**config.mk**
```make
export PLATFORM = sky130hd
export DESIGN_NAME = lcd_frame_scheduler
export DESIGN_NICKNAME = d
export VERILOG_FILES = /design/src/rtl/lcd_pkg.sv /design/src/rtl/lcd_ms_timer.sv /design/src/rtl/lcd_frame_scheduler.sv
export SDC_FILE = /design/constraint.sdc
export NUM_CORES = 1
export LEC_CHECK = 0
export BUFFER_PORTS_ARGS = -buffer_cell sky130_fd_sc_hd__buf_2
export CAP_MARGIN = 40
export CORE_MARGIN = 1.5
export CORE_UTILIZATION = 35
export DETAILED_ROUTE_END_ITERATION = 6
export GPL_TIMING_DRIVEN = 0
export PLACE_DENSITY = 0.65
export SLEW_MARGIN = 5
export SYNTH_ARGS = -nofsm -noshare
export SYNTH_HDL_FRONTEND = slang
export SYNTH_SLANG_ARGS = --single-unit
```
**constraint.sdc**
```tcl
create_clock -name CLK -period 4.3 [get_ports CLK]
set_clock_uncertainty 0.2 [all_clocks]
set_input_delay 0.645 -clock CLK [delete_from_list [all_inputs] [get_ports CLK]]
set_output_delay 0.645 -clock CLK [all_outputs]
set_load 0.01 [all_outputs]
```
**src/rtl/lcd_pkg.sv**
```systemverilog
// Shared constants, FSM state type and LCD address helper for the frame scheduler.
package lcd_pkg;

   localparam int FRAME_BYTES = 1024;
   localparam int PAGE_COLS   = 128;
   localparam int PAGES       = 8;

   typedef enum logic [1:0] {
      ST_IDLE,
      ST_LOAD,
      ST_HOLD,
      ST_NEXT
   } sched_state_e;

   // LCD12864 byte address: 8 pages of 128 columns, page-major.
   function automatic logic [9:0] lcd_addr(input logic [2:0] page, input logic [6:0] col);
      return 10'(page) * 10'(PAGE_COLS) + 10'(col);
   endfunction

endpackage

```
**src/rtl/lcd_ms_timer.sv**
```systemverilog
// Millisecond hold timer: a T1MS cycle prescaler feeding a ms counter; done flags the final cycle.
module lcd_ms_timer #(
   parameter int T1MS = 49999
) (
   input  logic       clk,
   input  logic       rst_n,
   input  logic       clear_i,
   input  logic       enable_i,
   input  logic [9:0] target_ms_i,
   output logic       done_o
);

   localparam int CW = (T1MS > 0) ? $clog2(T1MS + 1) : 1;

   logic [CW-1:0] cyc_q, cyc_d;
   logic [9:0]    ms_q, ms_d;
   logic          tick;

   assign tick = enable_i && (cyc_q == CW'(T1MS));

   // NOTE: every variable gets a default first so no path leaves it unassigned (no latch).
   always_comb begin
      cyc_d = cyc_q;
      ms_d  = ms_q;
      if (clear_i) begin
         cyc_d = '0;
         ms_d  = '0;
      end else if (enable_i) begin
         if (tick) begin
            cyc_d = '0;
            ms_d  = ms_q + 10'd1;
         end else begin
            cyc_d = cyc_q + CW'(1);
         end
      end
   end

   // NOTE: non-blocking assignments so all flops update together from pre-edge values.
   always_ff @(posedge clk or negedge rst_n) begin
      if (!rst_n) begin
         cyc_q <= '0;
         ms_q  <= '0;
      end else begin
         cyc_q <= cyc_d;
         ms_q  <= ms_d;
      end
   end

   // High in the last cycle of the hold so the FSM leaves after exactly target_ms milliseconds.
   assign done_o = tick && (ms_q == target_ms_i - 10'd1);

endmodule

```
**src/rtl/lcd_frame_scheduler.sv**
```systemverilog
// Slideshow frame uploader from frame ROM to the LCD write port, with optional host byte port.
// Define LCD_SCHED_HOST_EN to compile in the host port and arbiter.
module lcd_frame_scheduler
   import lcd_pkg::*;
#(
   parameter  int T1MS       = 49999,
   parameter  int HOLD_MS    = 500,
   parameter  int NUM_FRAMES = 2,
   localparam int FW         = $clog2(NUM_FRAMES)
) (
   input  logic            CLK,
   input  logic            RSTn,
   input  logic            Start_Sig,
   output logic [10+FW-1:0] Rom_Addr,
   input  logic [7:0]      Rom_Data,
   input  logic            Host_Req,
   input  logic [9:0]      Host_Addr,
   input  logic [7:0]      Host_Data,
   output logic            Host_Ack,
   output logic            Write_En_Sig,
   output logic [9:0]      Write_Addr_Sig,
   output logic [7:0]      Write_Data,
   output logic [FW-1:0]   Frame_Idx,
   output logic            Busy_Sig,
   output logic            Frame_Done_Sig
);

   sched_state_e  state_q, state_d;
   logic [FW-1:0] frame_q, frame_d;
   logic [9:0]    byte_q, byte_d;
   logic          done_q, done_d;
   logic          wr_en_q, wr_host_q;
   logic [9:0]    wr_addr_q;
   logic [7:0]    host_data_q;
   logic          host_grant, stream_slot, hold_done;

`ifdef LCD_SCHED_HOST_EN
   logic host_last_q;

   // Host takes every free slot, but yields to the stream right after a host win during LOAD.
   assign host_grant = RSTn && Host_Req && !((state_q == ST_LOAD) && host_last_q);

   always_ff @(posedge CLK or negedge RSTn) begin
      if (!RSTn) host_last_q <= 1'b0;
      else       host_last_q <= host_grant;
   end
`else
   logic unused_host_req;

   assign unused_host_req = Host_Req;
   assign host_grant      = 1'b0;
`endif

   assign stream_slot = (state_q == ST_LOAD) && !host_grant;

   lcd_ms_timer #(
      .T1MS (T1MS)
   ) u_ms_timer (
      .clk         (CLK),
      .rst_n       (RSTn),
      .clear_i     (state_q != ST_HOLD),
      .enable_i    (state_q == ST_HOLD),
      .target_ms_i (10'(HOLD_MS)),
      .done_o      (hold_done)
   );

   always_comb begin
      state_d = state_q;
      frame_d = frame_q;
      byte_d  = byte_q;
      done_d  = 1'b0;
      case (state_q)
         ST_IDLE: begin
            if (Start_Sig) begin
               state_d = ST_LOAD;
               byte_d  = '0;
            end
         end
         ST_LOAD: begin
            // Start_Sig is ignored here: a started frame always completes.
            if (stream_slot) begin
               if (byte_q == 10'(FRAME_BYTES - 1)) begin
                  state_d = ST_HOLD;
                  done_d  = 1'b1;
               end else begin
                  byte_d = byte_q + 10'd1;
               end
            end
         end
         ST_HOLD: begin
            if (hold_done) state_d = Start_Sig ? ST_NEXT : ST_IDLE;
         end
         ST_NEXT: begin
            frame_d = frame_q + FW'(1);
            byte_d  = '0;
            state_d = ST_LOAD;
         end
         default: state_d = ST_IDLE;
      endcase
   end

   always_ff @(posedge CLK or negedge RSTn) begin
      if (!RSTn) begin
         state_q     <= ST_IDLE;
         frame_q     <= '0;
         byte_q      <= '0;
         done_q      <= 1'b0;
         wr_en_q     <= 1'b0;
         wr_host_q   <= 1'b0;
         wr_addr_q   <= '0;
         host_data_q <= '0;
      end else begin
         state_q   <= state_d;
         frame_q   <= frame_d;
         byte_q    <= byte_d;
         done_q    <= done_d;
         wr_en_q   <= host_grant || stream_slot;
         wr_host_q <= host_grant;
         if (host_grant) begin
            wr_addr_q   <= Host_Addr;
            host_data_q <= Host_Data;
         end else if (stream_slot) begin
            wr_addr_q <= lcd_addr(byte_q[9:7], byte_q[6:0]);
         end
      end
   end

   // The ROM output register is the data half of the write stage, so stream data passes straight through.
   assign Write_Data     = !wr_en_q ? 8'h00 : (wr_host_q ? host_data_q : Rom_Data);
   assign Write_En_Sig   = wr_en_q;
   assign Write_Addr_Sig = wr_addr_q;
   assign Rom_Addr       = {frame_q, byte_q};
   assign Frame_Idx      = frame_q;
   assign Busy_Sig       = (state_q != ST_IDLE);
   assign Frame_Done_Sig = done_q;
   assign Host_Ack       = host_grant;

endmodule

```
==> flow_metrics.tcl <==
set metrics [dict create \
    run_status "finished clean" \
    rsz0062_at_grt "false" \
    die_area_sq_mm 0.007910 \
    period_needed_ns 2.727 \
    cp_max_fo 10 \
    syn_nets 290 \
    h-tree-depth 2 \
    synth_area_sq_mm 0.002585 \
    layout.cells.most_common_list "dfrtp_1, buf_2, nand2_1" \
    nets 341 \
    area_growth_pct 18.30 \
    leakage_nw 1.288 \
    die_h_um 88.94 \
    netlist-cell-type-count 39 \
    vias 2122 \
    clock-root-buffer "clkbuf_8" \
    hold_slack_ns 0.2055 \
    cts_buffer_depth 2 \
    ant_nets 0 \
    tritoncts "done" \
    grt_usage 0.1490 \
    drc 0 \
    firstDrtPassIters 4 \
    grt_pass1_wl_um 9287 \
    start_util 0.3583 \
    hp-class "input port to async pin" \
    diodes 0 \
    slew_headroom 0.4872 \
    antenna_found_initial 0 \
    cts-buffers-inserted 5 \
    met3_usage 0.02770 \
    use_met2 0.2314 \
    drtIter0Drc 107 \
    use_met1 0.2183 \
    post_cts_buffers 0 \
    totalWireLength_um 5630 \
    port_buffers 43 \
    max_stage_delay_ns 0.55 \
    crit_chain "or4_4 -> or4_1 -> buf_2 -> clkbuf_1 -> o31ai_1 -> a21oi_1" \
    num_rows 31 \
    ys_seq_area_frac 0.4937 \
    cp_slowest_cell "or4_4" \
    design.core.area_sq_mm 0.007214 \
    setup_viol 0 \
    grt_overflow_total 0 \
    syn_area_per_cell_sq_um 10.22 \
    wl_per_cell_um 13.97 \
    layout_commonest_cell "dfrtp_1" \
    hold_viol 0 \
    grt_pass1_vias 1900 \
    yosysWarnings 0 \
    ctsHoldBuffers 0 \
    clk_pin_slew_ns 0.10 \
    cts.repair.resized 0 \
    synth_seq_cells 51 \
    dp_hpwl_um 4040 \
    ios 64 \
    grt-busiest-layer "met2" \
    crit_path_end_kind "register" \
    critPathLaunchType "register" \
    drive_gt1_frac 0.2204 \
    die_x_um 88.94 \
    gp_congestion 0.8254 \
    fin_setup_tns_ns 0 \
    vias_per_cell 5.266 \
    clk_latency_ns 0.30 \
    slew_violations 0 \
    critical_path_required_ns 4.26 \
    netlist_instances 253 \
    arrival_ns 2.69 \
    crit_buf_inv 2 \
    vdd_drop_max_mv 0.1625 \
    worst_slew_pin_slew_ns 0.7692 \
    clock-sinks 51 \
    crit_family "simple AND/OR/NAND/NOR gates" \
    path_class "register to register" \
    power_density_mw_per_mm2 272.9 \
    fin_crit_sh 0.6342 \
    maxCapViolCount 0 \
    grt_max_degree 33 \
    fmax_mhz 366.7 \
]
-- flip-flops by register name (all words and copies together), names as in the netlist --
signal / flops
Write_En_Sig: 1
u_ms_timer.cyc_q: 16
u_ms_timer.ms_q: 10
byte_q: 10
Write_Addr_Sig: 10
Frame_Idx: 1
Frame_Done_Sig: 1
state_q: 2
-- cells by family (layout without fill, tap and decap cells) --
family | after synthesis | count (layout) | synth area share
buffers and inverters | 16 | 67 | 0.02662
DFF | 51 | 51 | 0.4937
other | 1 | 1 | 0.001451
xor gates and xnor gates | 13 | 13 | 0.04405
AOI/OAI and AO/OA | 49 | 49 | 0.1239
adders and majority gates | 7 | 7 | 0.03388
and+or+nand+nor | 103 | 103 | 0.2212
muxes | 13 | 13 | 0.05518
-- power by group --
part	total, mW	internal, mW	switching [mW]	leakage (nW)
clock	0.329	0.170	0.159	0.0502
combinational	0.0262	0.0109	0.0153	0.574
sequential	0.479	0.479	0	0.664
-- synth_stat cells (all sizes together) --
master	n	share of area
ha	7	0.034
nand3	15	0.029
nor3	6	0.012
xnor2	6	0.020
or3	7	0.017
o21ai	13	0.025
o31a	1	0.0034
nand2	16	0.023
mux2i	3	0.012
inv	7	0.010
nand4	7	0.017
buf	3	0.0077
nand4b	1	0.0034
dfrtp	51	0.49
xor2	7	0.024
o2bb2ai	1	0.0034
a2bb2oi	3	0.010
mux2	10	0.044
nor2b	1	0.0024
clkbuf	6	0.0087
nor4	5	0.012
a22o	2	0.0068
a21oi	14	0.027
conb	1	0.0015
or4bb	1	0.0044
and4	2	0.0068
or4b	1	0.0039
o22ai	1	0.0024
nand2b	3	0.0073
or4	9	0.028
and2	10	0.024
nor2	15	0.022
o41ai	3	0.013
o2111ai	1	0.0034
and3	4	0.0097
o31ai	10	0.029
-- path summary, 6_finish.rpt --
check,cells past startpoint,from,endpoint,slack [ns]
max reg2reg,6,u_ms_timer.cyc_q[12]$_DFF_PN0_,u_ms_timer.ms_q[4]$_DFFE_PN0P_,1.57
min reg2reg,1,u_ms_timer.cyc_q[0]$_DFF_PN0_,u_ms_timer.cyc_q[0]$_DFF_PN0_,0.29
min in group CLK,1,u_ms_timer.cyc_q[0]$_DFF_PN0_,u_ms_timer.cyc_q[0]$_DFF_PN0_,0.29
max,6,u_ms_timer.cyc_q[12]$_DFF_PN0_,u_ms_timer.ms_q[4]$_DFFE_PN0P_,1.57
min,1,RSTn,u_ms_timer.cyc_q[13]$_DFF_PN0_,0.21
max in group asynchronous,2,RSTn,u_ms_timer.ms_q[1]$_DFFE_PN0P_,3.12
-- metrics by stage --
step | worst slack [ns] | power (mW) | cells | cell area (sq um) | util
floorplan | 1.825 | 0.4951 | 253 | 2585 | -
global placement | 1.646 | 0.5123 | 395 | 2924 | 0.4053
finish | 1.573 | 0.8346 | 403 | 3058 | 0.4239
global route | 1.441 | 0.8589 | 403 | 3058 | 0.4239
detailed placement | 1.651 | 0.5159 | 396 | 2952 | 0.4091
CTS | 1.585 | 0.8411 | 403 | 3058 | 0.4239
-- per-layer routing --
layer  part of all wire  wire length (um)
met5                  0                 0
met4             0.0048                27
met3              0.043               244
met2               0.46              2568
met1               0.50              2790
-- cell type report --
type / count / area (sq um)
buffer: 9 / 42.54
tap: 99 / 123.9
inverter: 7 / 26.28
sequential: 51 / 1276
fill: 728 / 4156
clock buffer: 5 / 68.82
clock inverter: 2 / 37.54
timing repair buffer: 44 / 242.7
multi-input combinational: 186 / 1240
(Power assumes the default switching activity.)
